===== src/rtl/change_dispenser_pkg.sv =====
`default_nettype none
// +------------------------------------------------------------------+
// | vend_pkg : shared state encoding and coin constants              |
// | Rev 1.0                                                          |
// +------------------------------------------------------------------+
package vend_pkg;

   typedef enum logic [1:0] {
      ST_IDLE    = 2'd0,
      ST_SELECT  = 2'd1,
      ST_PRESENT = 2'd2,
      ST_DONE    = 2'd3
   } state_e;

   localparam logic COIN_5  = 1'b0;
   localparam logic COIN_10 = 1'b1;
   localparam int   UNIT_RS = 5;

   // Value of a coin in request units (1 unit = UNIT_RS rupees).
   function automatic int unsigned coin_units(input logic coin_type);
      return (coin_type == COIN_10) ? 32'd2 : 32'd1;
   endfunction

endpackage
`default_nettype wire


===== src/rtl/change_dispenser_if.sv =====
`default_nettype none
// +------------------------------------------------------------------+
// | change_dispenser_if : request and hopper handshake bundle        |
// | Rev 1.0                                                          |
// +------------------------------------------------------------------+
interface change_dispenser_if #(
   parameter int AMT_W = 3
);
   logic             req_valid;
   logic [AMT_W-1:0] req_amount;
   logic             req_ready;
   logic             coin_valid;
   logic             coin_type;
   logic             coin_ack;

   modport master (
      output req_valid, req_amount, coin_ack,
      input  req_ready, coin_valid, coin_type
   );

   modport slave (
      input  req_valid, req_amount, coin_ack,
      output req_ready, coin_valid, coin_type
   );
endinterface
`default_nettype wire


===== src/rtl/change_dispenser_coin_stock.sv =====
`default_nettype none
// +------------------------------------------------------------------+
// | coin_stock : saturating refill / decrement coin counter          |
// | Rev 1.0                                                          |
// +------------------------------------------------------------------+
module coin_stock #(
   parameter int CNT_W = 8,
   parameter int INIT  = 16
) (
   input  wire logic             clk,
   input  wire logic             rst,
   input  wire logic             refill_i,
   input  wire logic [CNT_W-1:0] refill_amt_i,
   input  wire logic             dec_i,
   output logic      [CNT_W-1:0] cnt_o
);
   logic [CNT_W-1:0] cnt_q;
   logic [CNT_W-1:0] cnt_d;
   logic [CNT_W:0]   sum_w;

   // One extra bit catches overflow so a coincident refill and decrement
   // resolves as cnt + refill - 1 before clamping.
   always_comb begin
      sum_w = {1'b0, cnt_q} + (refill_i ? {1'b0, refill_amt_i} : '0);
      if (dec_i && (sum_w != '0)) begin
         sum_w = sum_w - (CNT_W+1)'(1);
      end
      cnt_d = sum_w[CNT_W] ? '1 : sum_w[CNT_W-1:0];
   end

   always_ff @(posedge clk or negedge rst) begin
      if (!rst) begin
         cnt_q <= CNT_W'(INIT);
      end else begin
         cnt_q <= cnt_d;
      end
   end

   assign cnt_o = cnt_q;
endmodule
`default_nettype wire


===== src/rtl/change_dispenser.sv =====
`default_nettype none
// +------------------------------------------------------------------+
// | change_dispenser : greedy 10/5 rs coin payout; CHG_TIMEOUT_EN    |
// | adds an ack timeout and hopper_fault.   Rev 1.0                  |
// +------------------------------------------------------------------+
module change_dispenser
   import vend_pkg::*;
#(
   parameter int AMT_W   = 3,
   parameter int CNT_W   = 8,
   parameter int INIT_5  = 16,
   parameter int INIT_10 = 16
`ifdef CHG_TIMEOUT_EN
   ,
   parameter int TO_CYC  = 255
`endif
) (
   input  wire logic             clk,
   input  wire logic             rst,
   change_dispenser_if.slave     bus,
   input  wire logic             refill_valid,
   input  wire logic [CNT_W-1:0] refill_5,
   input  wire logic [CNT_W-1:0] refill_10,
   output logic      [CNT_W-1:0] cnt_5,
   output logic      [CNT_W-1:0] cnt_10,
   output logic                  done,
   output logic      [AMT_W-1:0] shortfall,
   output logic                  low_stock
`ifdef CHG_TIMEOUT_EN
   ,
   output logic                  hopper_fault
`endif
);
   state_e           state_q;
   logic [AMT_W-1:0] rem_q;
   logic             coin_valid_q;
   logic             coin_type_q;
   logic             done_q;
   logic [AMT_W-1:0] shortfall_q;

   logic             ack_w;
   logic             dec5_w;
   logic             dec10_w;
   logic [AMT_W-1:0] rem_after_w;

`ifdef CHG_TIMEOUT_EN
   localparam int               TO_W    = $clog2(TO_CYC + 1);
   localparam logic [TO_W-1:0]  TO_LAST = TO_W'(TO_CYC - 1);
   logic [TO_W-1:0] to_q;
   logic            fault_q;
`endif

   assign ack_w       = (state_q == ST_PRESENT) && bus.coin_ack;
   assign dec5_w      = ack_w && (coin_type_q == COIN_5);
   assign dec10_w     = ack_w && (coin_type_q == COIN_10);
   assign rem_after_w = rem_q - AMT_W'(coin_units(coin_type_q));

   coin_stock #(.CNT_W(CNT_W), .INIT(INIT_5)) u_stock_5 (
      .clk          (clk),
      .rst          (rst),
      .refill_i     (refill_valid),
      .refill_amt_i (refill_5),
      .dec_i        (dec5_w),
      .cnt_o        (cnt_5)
   );

   coin_stock #(.CNT_W(CNT_W), .INIT(INIT_10)) u_stock_10 (
      .clk          (clk),
      .rst          (rst),
      .refill_i     (refill_valid),
      .refill_amt_i (refill_10),
      .dec_i        (dec10_w),
      .cnt_o        (cnt_10)
   );

   always_ff @(posedge clk or negedge rst) begin
      if (!rst) begin
         state_q      <= ST_IDLE;
         rem_q        <= '0;
         coin_valid_q <= 1'b0;
         coin_type_q  <= COIN_5;
         done_q       <= 1'b0;
         shortfall_q  <= '0;
`ifdef CHG_TIMEOUT_EN
         to_q         <= '0;
         fault_q      <= 1'b0;
`endif
      end else begin
         done_q <= 1'b0;
         case (state_q)
            ST_IDLE: begin
               if (bus.req_valid) begin
                  rem_q <= bus.req_amount;
`ifdef CHG_TIMEOUT_EN
                  fault_q <= 1'b0;
`endif
                  if (bus.req_amount == '0) begin
                     shortfall_q <= '0;
                     done_q      <= 1'b1;
                     state_q     <= ST_DONE;
                  end else begin
                     state_q <= ST_SELECT;
                  end
               end
            end
            ST_SELECT: begin
`ifdef CHG_TIMEOUT_EN
               to_q <= '0;
`endif
               // Greedy: prefer a 10 rs coin, fall back to 5 rs coins.
               if ((rem_q >= AMT_W'(2)) && (cnt_10 != '0)) begin
                  coin_type_q  <= COIN_10;
                  coin_valid_q <= 1'b1;
                  state_q      <= ST_PRESENT;
               end else if ((rem_q != '0) && (cnt_5 != '0)) begin
                  coin_type_q  <= COIN_5;
                  coin_valid_q <= 1'b1;
                  state_q      <= ST_PRESENT;
               end else begin
                  shortfall_q <= rem_q;
                  done_q      <= 1'b1;
                  state_q     <= ST_DONE;
               end
            end
            ST_PRESENT: begin
               if (bus.coin_ack) begin
                  coin_valid_q <= 1'b0;
                  rem_q        <= rem_after_w;
                  if (rem_after_w == '0) begin
                     shortfall_q <= '0;
                     done_q      <= 1'b1;
                     state_q     <= ST_DONE;
                  end else begin
                     state_q <= ST_SELECT;
                  end
               end
`ifdef CHG_TIMEOUT_EN
               else if (to_q == TO_LAST) begin
                  coin_valid_q <= 1'b0;
                  shortfall_q  <= rem_q;
                  fault_q      <= 1'b1;
                  done_q       <= 1'b1;
                  state_q      <= ST_DONE;
               end else begin
                  to_q <= to_q + TO_W'(1);
               end
`endif
            end
            ST_DONE: begin
               state_q <= ST_IDLE;
            end
            default: begin
               state_q <= ST_IDLE;
            end
         endcase
      end
   end

   assign bus.req_ready  = (state_q == ST_IDLE);
   assign bus.coin_valid = coin_valid_q;
   assign bus.coin_type  = coin_type_q;
   assign done           = done_q;
   assign shortfall      = shortfall_q;
   assign low_stock      = (cnt_5 == '0) || (cnt_10 == '0);
`ifdef CHG_TIMEOUT_EN
   assign hopper_fault   = fault_q;
`endif
endmodule
`default_nettype wire


===== src/flat_wrapper.sv =====
// flat-port wrapper written by rule: the top's interface ports become plain ports
module change_dispenser_flat import vend_pkg::*;
#(
   parameter int AMT_W   = 3,
   parameter int CNT_W   = 8,
   parameter int INIT_5  = 16,
   parameter int INIT_10 = 16

)
  (clk, rst, refill_valid, refill_5, refill_10, cnt_5, cnt_10, done, shortfall, low_stock, bus_req_valid, bus_req_amount, bus_coin_ack, bus_req_ready, bus_coin_valid, bus_coin_type);
  change_dispenser_if #(.AMT_W(AMT_W)) bus_i ();
  input  wire logic clk;
  input  wire logic rst;
  input  wire logic refill_valid;
  input  wire logic [CNT_W-1:0] refill_5;
  input  wire logic [CNT_W-1:0] refill_10;
  output logic      [CNT_W-1:0] cnt_5;
  output logic      [CNT_W-1:0] cnt_10;
  output logic done;
  output logic      [AMT_W-1:0] shortfall;
  output logic low_stock;
  input wire logic [$bits(bus_i.req_valid)-1:0] bus_req_valid;
  input wire logic [$bits(bus_i.req_amount)-1:0] bus_req_amount;
  input wire logic [$bits(bus_i.coin_ack)-1:0] bus_coin_ack;
  output wire logic [$bits(bus_i.req_ready)-1:0] bus_req_ready;
  output wire logic [$bits(bus_i.coin_valid)-1:0] bus_coin_valid;
  output wire logic [$bits(bus_i.coin_type)-1:0] bus_coin_type;
  assign bus_i.req_valid = bus_req_valid;
  assign bus_i.req_amount = bus_req_amount;
  assign bus_i.coin_ack = bus_coin_ack;
  assign bus_req_ready = bus_i.req_ready;
  assign bus_coin_valid = bus_i.coin_valid;
  assign bus_coin_type = bus_i.coin_type;
  change_dispenser #(.AMT_W(AMT_W), .CNT_W(CNT_W), .INIT_5(INIT_5), .INIT_10(INIT_10)) u_core (.clk(clk), .rst(rst), .bus(bus_i), .refill_valid(refill_valid), .refill_5(refill_5), .refill_10(refill_10), .cnt_5(cnt_5), .cnt_10(cnt_10), .done(done), .shortfall(shortfall), .low_stock(low_stock));
endmodule

===== config.mk =====
export PLATFORM = sky130hd
export DESIGN_NAME = change_dispenser_flat
export DESIGN_NICKNAME = d
export VERILOG_FILES = /design/src/rtl/change_dispenser_pkg.sv /design/src/rtl/change_dispenser_if.sv /design/src/rtl/change_dispenser_coin_stock.sv /design/src/rtl/change_dispenser.sv /design/src/flat_wrapper.sv
export SDC_FILE = /design/constraint.sdc
export NUM_CORES = 1
export LEC_CHECK = 0
export BUFFER_PORTS_ARGS = -buffer_cell sky130_fd_sc_hd__buf_2
export CORE_MARGIN = 2
export CORE_UTILIZATION = 51
export DETAILED_ROUTE_END_ITERATION = 10
export PLACE_DENSITY = 0.77
export REMOVE_ABC_BUFFERS = 1
export SLEW_MARGIN = 20
export SYNTH_ARGS = -nofsm -noshare
export SYNTH_HDL_FRONTEND = slang
export SYNTH_SLANG_ARGS = --single-unit
export TNS_END_PERCENT = 10

===== constraint.sdc =====
create_clock -name clk -period 2.6 [get_ports clk]
set_clock_uncertainty 0.15 [all_clocks]
set_input_delay 0.52 -clock clk [delete_from_list [all_inputs] [get_ports clk]]
set_output_delay 0.52 -clock clk [all_outputs]
set_load 0.02 [all_outputs]

## After elaboration in Yosys (flattened, before gate mapping)

Cells that the tools add are included.

- Register bits after elaboration: 27
- Output and inout port bits: 24
- Word-level logic and storage cells: 89

- Bitwise gates (word level): 1
- Add/subtract/negate cells: 5
- Multiplexer cells: 37
- Reduce and logical (&&, ||, !) cells: 27
- Equal/unequal tests: 10
- $lt $le $gt $ge: 1

Operators with widths:

| kind | count |
|---|---|
| $mux 8 | 4 |
| $mux 3 | 8 |
| $add 8x9->9 | 2 |
| $mux 9 | 2 |
| $reduce_bool 9->1 | 2 |
| $sub 9x1->9 const B | 2 |
| $logic_not 8->1 | 2 |
| $reduce_bool 8->1 | 2 |
| $mux 1 | 12 |
| $mux 2 | 6 |
| $ne 2x2->1 const B | 5 |
| $pmux 3 s3 | 1 |
| $pmux 2 s4 | 1 |
| $logic_and 1x1->1 | 7 |
| $reduce_and 7->1 | 1 |
| $logic_not 3->1 | 2 |
| $pmux 3 s2 | 1 |
| $reduce_and 3->1 | 2 |
| $reduce_bool 2->1 | 3 |
| $reduce_bool 3->1 | 2 |
| $eq 2x2->1 const B | 2 |
| $reduce_and 2->1 | 2 |
| $ge 3x2->1 const B | 1 |
| $ne 3x1->1 const B | 1 |
| other kinds (8) | 8 |

## Logic depth before layout (Yosys ltp)

Gate-level depths: netlist of the first run.

- Depth in word-level cells: 6
- Depth in mapped cells: 12

## By module

A second synthesis of the first run with hierarchy kept.

- Cell total of the unflattened synthesis: 299
- Area, all modules: 2596.2 um^2

Modules (own cells, without submodules):

| module | cells an instance | times used | area an instance (um^2) |
|---|---|---|---|
| coin_stock | 112 | 2 | 935.9 |
| change_dispenser | 75 | 1 | 724.4 |

## Least setup slack after synthesis of the first run

Ideal clock, no wire load.

- Path kind: input to register
- Start: input refill_valid
- End: register u_core.u_stock_5.cnt_q[7] (netlist: u_core.u_stock_5.cnt_o[7])
- Buffers on the path: 1
- Required time: 2.305 ns
- Arrival time: 2.808 ns
- Stages: 12
- Setup slack: -0.503 ns
- Library setup time: 0.145 ns
- Cell sequence: clkbuf_1 -> and2_1 -> ha_1 -> inv_1 -> fa_1 -> nor2b_1 -> o2111ai_1 -> and3_1 -> or2_2 -> nand4_1 -> mux2i_2 -> o21ai_0

- Word-level cells in the longest chain between the ends: 6

RTL lines:

| element | line | source |
|---|---|---|
| start, declared | flat_wrapper.sv:14 | `input wire logic refill_valid;` |
| $mux 8 (*) | change_dispenser_coin_stock.sv:24 | `sum_w = {1'b0, cnt_q} + (refill_i ? {1'b0, refill_amt_i} : '0);` |
| $add 8x9->9 (*) | change_dispenser_coin_stock.sv:24 |  |
| branches (longest 2 deep; another with $sub 9x1->9) | - |  |
| $mux 9 (*) | change_dispenser_coin_stock.sv:25 | `if (dec_i && (sum_w != '0)) begin` |
| $mux 8 (*) | change_dispenser_coin_stock.sv:28 | `cnt_d = sum_w[CNT_W] ? '1 : sum_w[CNT_W-1:0];` |
| via u_core.u_stock_5.cnt_d[7] | change_dispenser_coin_stock.sv:18 | `logic [CNT_W-1:0] cnt_d;` |
| end signal, assigned | change_dispenser_coin_stock.sv:33 | `cnt_q <= CNT_W'(INIT);` |
| end signal, assigned | change_dispenser_coin_stock.sv:35 | `cnt_q <= cnt_d;` |
| end, declared | change_dispenser_coin_stock.sv:17 | `logic [CNT_W-1:0] cnt_q;` |

Mark *: on every way through the listed nets, which the timed path passes.
A chain may end at the register's enable or synchronous reset.

## Worst setup path after layout of the first run

- Start: input refill_valid
- End: register u_core.u_stock_5.cnt_q[3] (netlist: u_core.u_stock_5.cnt_o[3])

The elaborated chain is that of the path after synthesis.

==> results of run 1 <==
[final cells by class]
cell class	count	area, um^2	area share [%]
multi-input cells	248	1930	53.0
repair buffers	118	815	22.3
flip-flops and latches	27	678	18.6
inverters	23	86.3	2.37
well taps	67	83.8	2.30
clock buffers	3	41.3	1.13
clock inverters	1	7.51	0.206
[what timing repair did]
action	4_1_cts	5_1_grt
pin swaps	16	12
buffers inserted	3	3
resized for setup	29	21
cloned	0	1
endpoints found under the setup margin	16	19
[cells by family (layout without fill, tap and decap cells)]
kind of cell,count (synthesis),after routing
and+or+nand+nor,120,120
AOI/OAI and AO/OA,80,80
adders and majority gates,28,28
buffers and inverters,28,145
DFF,27,27
xor gates and xnor gates,14,14
muxes,6,6
[state kept, by name, summed over array words and instances, names as in the netlist]
| name | cells |
|---|---|
| u_core.u_stock_10.cnt_o | 8 |
| u_core.bus.coin_type | 1 |
| u_core.done | 1 |
| u_core.shortfall | 3 |
| u_core.rem_q | 3 |
| u_core.state_q | 2 |
| u_core.u_stock_5.cnt_o | 8 |
| u_core.bus.coin_valid | 1 |
[per-layer routing]
| layer | global-route usage [%] | up-vias |
|---|---|---|
| met4 | 8.53 | 0 |
| met5 | 0 | - |
| met3 | 3.12 | 18 |
| met1 | 33.2 | 1336 |
| met2 | 53.9 | 72 |
| li1 | - | 1328 |
[where the power goes]
group / total, mW / leakage (nW) / switching (mW) / internal (mW)
combinational: 3.59 / 1.37 / 1.86 / 1.72
clock: 0.255 / 0.0217 / 0.145 / 0.109
sequential: 0.814 / 0.304 / 0.183 / 0.631
total: 4.66 / 1.70 / 2.19 / 2.46
[stage by stage]
step	hold WS [ns]	instance area [um^2]	total power [mW]	TNS (ns)	std cells
after detailed placement	0.332	3310	3.91	-9.23	476
after global placement	0.329	3310	3.82	-7.11	476
final	0.0884	3640	4.66	-0.839	487
after global routing	0.131	3640	5.02	-2.16	487
after floorplan	0.0744	2510	2.64	-3.22	298
after CTS	0.0958	3490	4.38	-0.610	483
[cell usage after synthesis, drive strengths merged (2+ instances only)]
| master | count | area share (%) |
|---|---|---|
| o31a | 5 | 1.7 |
| nand2b | 5 | 1.2 |
| o31ai | 2 | 1.1 |
| dfrtp | 25 | 25 |
| inv | 23 | 3.4 |
| and3 | 8 | 2.0 |
| or3 | 4 | 1.2 |
| o21ai | 19 | 3.7 |
| o21a | 5 | 1.5 |
| nand3b | 3 | 0.89 |
| a21boi | 2 | 0.59 |
| o22ai | 2 | 0.49 |
| a31o | 2 | 0.69 |
| nand3 | 13 | 2.6 |
| nand2 | 22 | 3.3 |
| nand4 | 6 | 1.5 |
| xor2 | 4 | 1.4 |
| or2 | 2 | 0.49 |
| nor3 | 9 | 1.8 |
| nor2 | 20 | 3.0 |
| a21oi | 22 | 4.5 |
| a211oi | 2 | 0.79 |
| nor2b | 3 | 0.74 |
| a21o | 3 | 0.89 |
| o211ai | 5 | 1.5 |
| and2 | 16 | 3.9 |
| clkbuf | 4 | 0.59 |
| dfstp | 2 | 2.1 |
| nor4 | 5 | 1.2 |
| fa | 3 | 2.4 |
| mux2i | 5 | 2.1 |
| ha | 25 | 12 |
| xnor2 | 10 | 3.4 |
[worst paths after layout]
kind / startpoint / to / slack, ns / cells past startpoint
min reg2reg: u_core.bus.coin_valid / u_core.bus.coin_valid / 0.36 / 1
max in group asynchronous: rst / u_core.state_q[1] / 1.81 / 1
max reg2reg: u_core.u_stock_5.cnt_o[4] / u_core.u_stock_5.cnt_o[1] / -0.07 / 8
min: rst / u_core.done / 0.09 / 1
min in group clk: bus_req_amount[0] / u_core.rem_q[0] / 0.35 / 3
max: refill_valid / u_core.u_stock_5.cnt_o[3] / -0.08 / 13
[critical path: cells and delay by family]
kind | cells | cell delay, ns
adder cells (fa/ha/maj) | 2 | 0.40
multiplexers | 1 | 0.23
buffers and inverters | 3 | 0.32
AO/OA/AOI/OAI | 2 | 0.61
AND/OR/NAND/NOR | 5 | 0.61
==> key figures, run 1 <==
Synth
  • Mux cell area share after synthesis: 2.56%
  • Post-synthesis cell type count: 57
  • Synth Warn #: 0
  • Post-synthesis sequential area ratio: 26.7%
  • Main combinational cell family by area after synthesis: simple AND/OR/NAND/NOR gates
  • Synth Area in Adders: 14.7%
  • Mapped Area: 2540 um^2
  • Main flop type after synthesis: dfrtp_1
  • Async SR Flop Fraction: 100%
  • Post-Synth Simple-Gate Area: 25.0%
  • XOR/XNOR Fraction of Synth Area: 4.83%
  • Avg Inst Size Synth: 8.38 um^2
  • Synth Instances: 303
  • Synth Area in Compound Gates: 21.8%
  • Number of synthesized flops with an enable pin: 0
  • Synth Register Bits: 27

Placement
  • Placer's final routability congestion estimate: 0.897
  • DP HPWL: 5640 um
  • Port-buffer cells: 47
  • Post-placement worst setup slack: -0.653 ns

Die
  • Die X: 74.6 um
  • Std-Cell Core Area: 4750 um^2
  • Row count: 25
  • Die area: 5560 um^2
  • Die Y-Extent: 74.6 um
  • I/O pins: 48
  • Initial Utilization: 53.4%

Global route
  • Initial antenna violation count: 0
  • Number of global-route vias before repair: 2727
  • First-pass GRT wire length: 12200 um
  • Gr ovfl total: 0
  • Largest net degree at the start of global routing: 28
  • Tot GR Track Use: 28.4%

Route
  • WL met2: 4290 um
  • Routed wl met3: 196 um
  • DRT iter0 DRCs: 207
  • Antenna Nets Post-Route: 0
  • Total number of vias: 2754
  • Top Layer Used: met4
  • Mean number of vias per cell: 5.66
  • Routed WL per cell: 16.1 um
  • Drt pass-1 iters: 5
  • Metal-1 WL: 3190 um
  • Routed Wire Length: 7840 um
  • DRC viols: 0

Power and ir drop
  • Leak: 1.70 nW
  • PD cells: 1280 nW/um^2
  • Max VDD drop: 737 uV

Timing
  • Post-route minimum period: 2.68 ns
  • PnR worst setup slack: -0.0814 ns
  • Final hold vios: 0
  • Final period util: 103%
  • Final slew viol count: 0
  • Setup violators final: 15
  • Slew headroom: 58.6%
  • Peak Freq: 373 MHz
  • Slew @ Worst Pin: 0.620 ns
  • RSZ-0062 raised after global routing: yes

Critical path
  • CP endpoint kind: flop
  • Crit path required time: 2.62 ns
  • Startpoint Class: input pin
  • Crit Path Class: input pin to flop
  • Crit Path Max Fanout: 8
  • CP max stage delay: 0.32 ns
  • CP arrival: 2.70 ns
  • Critical path's slowest cell: o31a_1
  • CP dominant cell by count: o31a_1
  • CP Cell Sequence: buf_12 -> and2_4 -> ha_4 -> inv_2 -> fa_2 -> nor2b_4 -> o31a_1 -> o31a_1 -> or2_4 -> nand4_1 -> mux2i_2 -> buf_6 -> nand3_1

Finish
  • Most common cell after layout, fill and taps aside: buf_4
  • Layout cells sized above 1: 39.0%
  • Most frequent cells in the layout: buf_4, buf_2, dfrtp_1
  • Area delta synth->final: 43.5%
  • Filler cells: 344
  • Final core occ: 76.7%
  • Number of diodes: 0
  • Final nets: 473

Clocking
  • H-tree levels: 1
  • Clock tree buffer depth: 2
  • Root Driver: clkbuf_8
  • Clk_lat worst skew: 0.28 ns
  • CTS Sinks: 27
  • Clock slew at reported path FFs: 0.10 ns
  • Cts hold-fix bufs: 0
  • CTS tree: yes
  • CTS Buf Count: 3

Run status
  • Status: finished, violations left
  • Failing checks: setup timing

Min path
  • Hold WC Path Type: input pin to asynchronous set/reset pin

Run
  • Max Cap Viol: 0
Power figures use the tool's default switching activity.
==> run 2, diff against run 1 <==
--- a/constraint.sdc
+++ b/constraint.sdc
@@ -3,3 +3,3 @@
 set_input_delay 0.52 -clock clk [delete_from_list [all_inputs] [get_ports clk]]
 set_output_delay 0.52 -clock clk [all_outputs]
-set_load 0.02 [all_outputs]
+set_load 0.005 [all_outputs]
==> run 2 against run 1 <==
Net effect:
- utilization shrank 1.2 points
- via count shrank 2.1%
- highest routed layer unchanged
- sequential share of layout area up 0.29 points
- the run still ends with setup timing left
- clock power decreased by 2%
==> key figures, run 2 (synthesized netlist as in run 1, its figures left out) <==
Clocking
  • CTS Sinks: 27 (unchanged)
  • Clock slew at reported path FFs: 0.10 ns (about the same)
  • Clk_lat worst skew: 0.27 ns (was 0.28 ns)
  • H-tree levels: 1 (unchanged)
  • Clock tree buffer depth: 2 (unchanged)
  • CTS tree: yes (unchanged)
  • Root Driver: clkbuf_8 (unchanged)
  • CTS Buf Count: 3 (unchanged)
  • Cts hold-fix bufs: 0 (unchanged)

Global route
  • Number of global-route vias before repair: 2589 (was 2727)
  • First-pass GRT wire length: 11300 um (was 12200 um)
  • Initial antenna violation count: 0 (unchanged)
  • Met3 Use GR: 2.03% (was 3.12%)
  • GRT busiest layer: met2 (unchanged)
  • Met2 Use GR: 50.8% (was 53.9%)
  • Largest net degree at the start of global routing: 28 (unchanged)
  • Gr ovfl total: 0 (unchanged)
  • Tot GR Track Use: 26.2% (was 28.4%)
  • Met1 Resource Use GR: 30.8% (was 33.2%)

Finish
  • Layout Cells excl Fill: 482 (was 487)
  • Layout cells sized above 1: 39.3% (was 39.0%)
  • Filler cells: 369 (was 344)
  • Most frequent cells in the layout: buf_4, buf_2, dfrtp_1 (unchanged)
  • Most common cell after layout, fill and taps aside: buf_4 (unchanged)
  • Final nets: 468 (was 473)
  • Design area: 3590 um^2 (was 3640 um^2)
  • Number of diodes: 0 (unchanged)
  • Area delta synth->final: 41.3% (was 43.5%)

Min path
  • Hold WC Path Type: input pin to asynchronous set/reset pin (unchanged)

Timing
  • Setup violators final: 8 (was 15)
  • Peak Freq: 368 MHz (was 373 MHz)
  • PnR worst setup slack: -0.115 ns (was -0.0814 ns)
  • Slew headroom: 59.6% (was 58.6%)
  • Final hold vios: 0 (unchanged)
  • RSZ-0062 raised after global routing: yes (unchanged)
  • Slew @ Worst Pin: 0.607 ns (was 0.620 ns)
  • Final slew viol count: 0 (unchanged)
  • Post-route minimum period: 2.72 ns (was 2.68 ns)
  • Final period util: 104% (was 103%)

Critical path
  • Startpoint Class: flop (was input pin)
  • CP arrival: 2.79 ns (was 2.70 ns)
  • Crit path required time: 2.67 ns (was 2.62 ns)
  • Crit Path Class: flop to flop (was input pin to flop)
  • Crit Path Max Fanout: 4 (was 8)
  • CP endpoint kind: flop (unchanged)

Die
  • Std-Cell Core Area: 4750 um^2 (unchanged)
  • Die area: 5560 um^2 (unchanged)
  • Die X: 74.6 um (unchanged)
  • I/O pins: 48 (unchanged)
  • Die Y-Extent: 74.6 um (unchanged)
  • Initial Utilization: 53.4% (unchanged)
  • Row count: 25 (unchanged)

Run status
  • Failing checks: setup timing (unchanged)
  • Status: finished, violations left (unchanged)

Route
  • DRC viols: 0 (unchanged)
  • Mean number of vias per cell: 5.59 (was 5.66)
  • DRT iter0 DRCs: 174 (was 207)
  • Antenna Nets Post-Route: 0 (unchanged)
  • Drt pass-1 iters: 4 (was 5)
  • Total number of vias: 2696 (was 2754)
  • Routed WL per cell: 15.0 um (was 16.1 um)
  • Routed Wire Length: 7230 um (was 7840 um)

Power and ir drop
  • PD cells: 1200 nW/um^2 (was 1280 nW/um^2)
  • Power Total: 4.32 mW (was 4.66 mW)
  • Max VDD drop: 707 uV (was 737 uV)
  • Leak: 1.66 nW (was 1.70 nW)

Placement
  • DP HPWL: 5570 um (was 5640 um)
  • Port-buffer cells: 47 (unchanged)
  • Placed cells: 475 (was 476)
  • Area post-placement: 3310 um^2 (about the same)
  • Post-placement worst setup slack: -0.624 ns (was -0.653 ns)
  • Placer's final routability congestion estimate: 0.917 (was 0.897)

Run
  • Max Cap Viol: 0 (unchanged)
==> run 2: area by class of cell <==
class	count	area, um^2	share of cell area (%)
Multi-Input combinational cell	248	1930	53.7
Sequential cell	27	678	18.9
Inverter	23	86.3	2.41
Timing Repair Buffer	113	763	21.3
Clock inverter	1	7.51	0.209
Tap cell	67	83.8	2.34
Clock buffer	3	41.3	1.15
==> run 2: worst max-delay path, cell delays in order (launching register included) <==
cell and delay, ns:
dfstp_2 0.59, ha_4 0.22, or3_4 0.36, a21oi_2 0.15
a2bb2oi_2 0.08, or3_4 0.40, o31ai_4 0.32, mux2_4 0.33
nand2_2 0.06
==> run 2: report_power, final <==
group / internal, mW / switching (mW) / total (mW)
Sequential: 0.631 / 0.187 / 0.818
Clock: 0.109 / 0.140 / 0.249
Combinational: 1.65 / 1.60 / 3.26
==> run 2: metal layers <==
metal  vias up  routed length, um
met1      1303               2970
met2        57               3900
met5         -                  0
li1       1324                  -
met4         0                144
met3        12                211
==> run 2: path summary, 6_finish.rpt <==
path / cells after the start / from / slack [ns] / to
max in group asynchronous: 1 / rst / 1.81 / u_core.state_q[1]
min in group clk: 1 / u_core.bus.coin_valid / 0.34 / u_core.bus.coin_valid
worst max register to register: 8 / u_core.u_stock_5.cnt_o[4] / -0.12 / u_core.u_stock_5.cnt_o[1]
worst min register to register: 1 / u_core.bus.coin_valid / 0.34 / u_core.bus.coin_valid
worst min-delay path: 1 / rst / 0.09 / u_core.rem_q[2]
worst max-delay path: 8 / u_core.u_stock_5.cnt_o[4] / -0.12 / u_core.u_stock_5.cnt_o[1]
==> run 2: repair_timing <==
item,4_1_cts,5_1_grt
buffers inserted,3,0
pin swaps,14,25
endpoints found under the hold margin,0,0
setup endpoints to repair,16,18
gates resized for setup,26,26
==> run 2: metrics by stage <==
step	utilization, %	hold WS, ns	TNS, ns
after global routing	75.5	0.145	-1.71
after global placement	69.5	0.329	-7.07
after CTS	73.2	0.117	-0.585
after detailed placement	69.5	0.336	-8.66
final	75.5	0.0896	-0.467
after floorplan	-	0.0744	-3.22
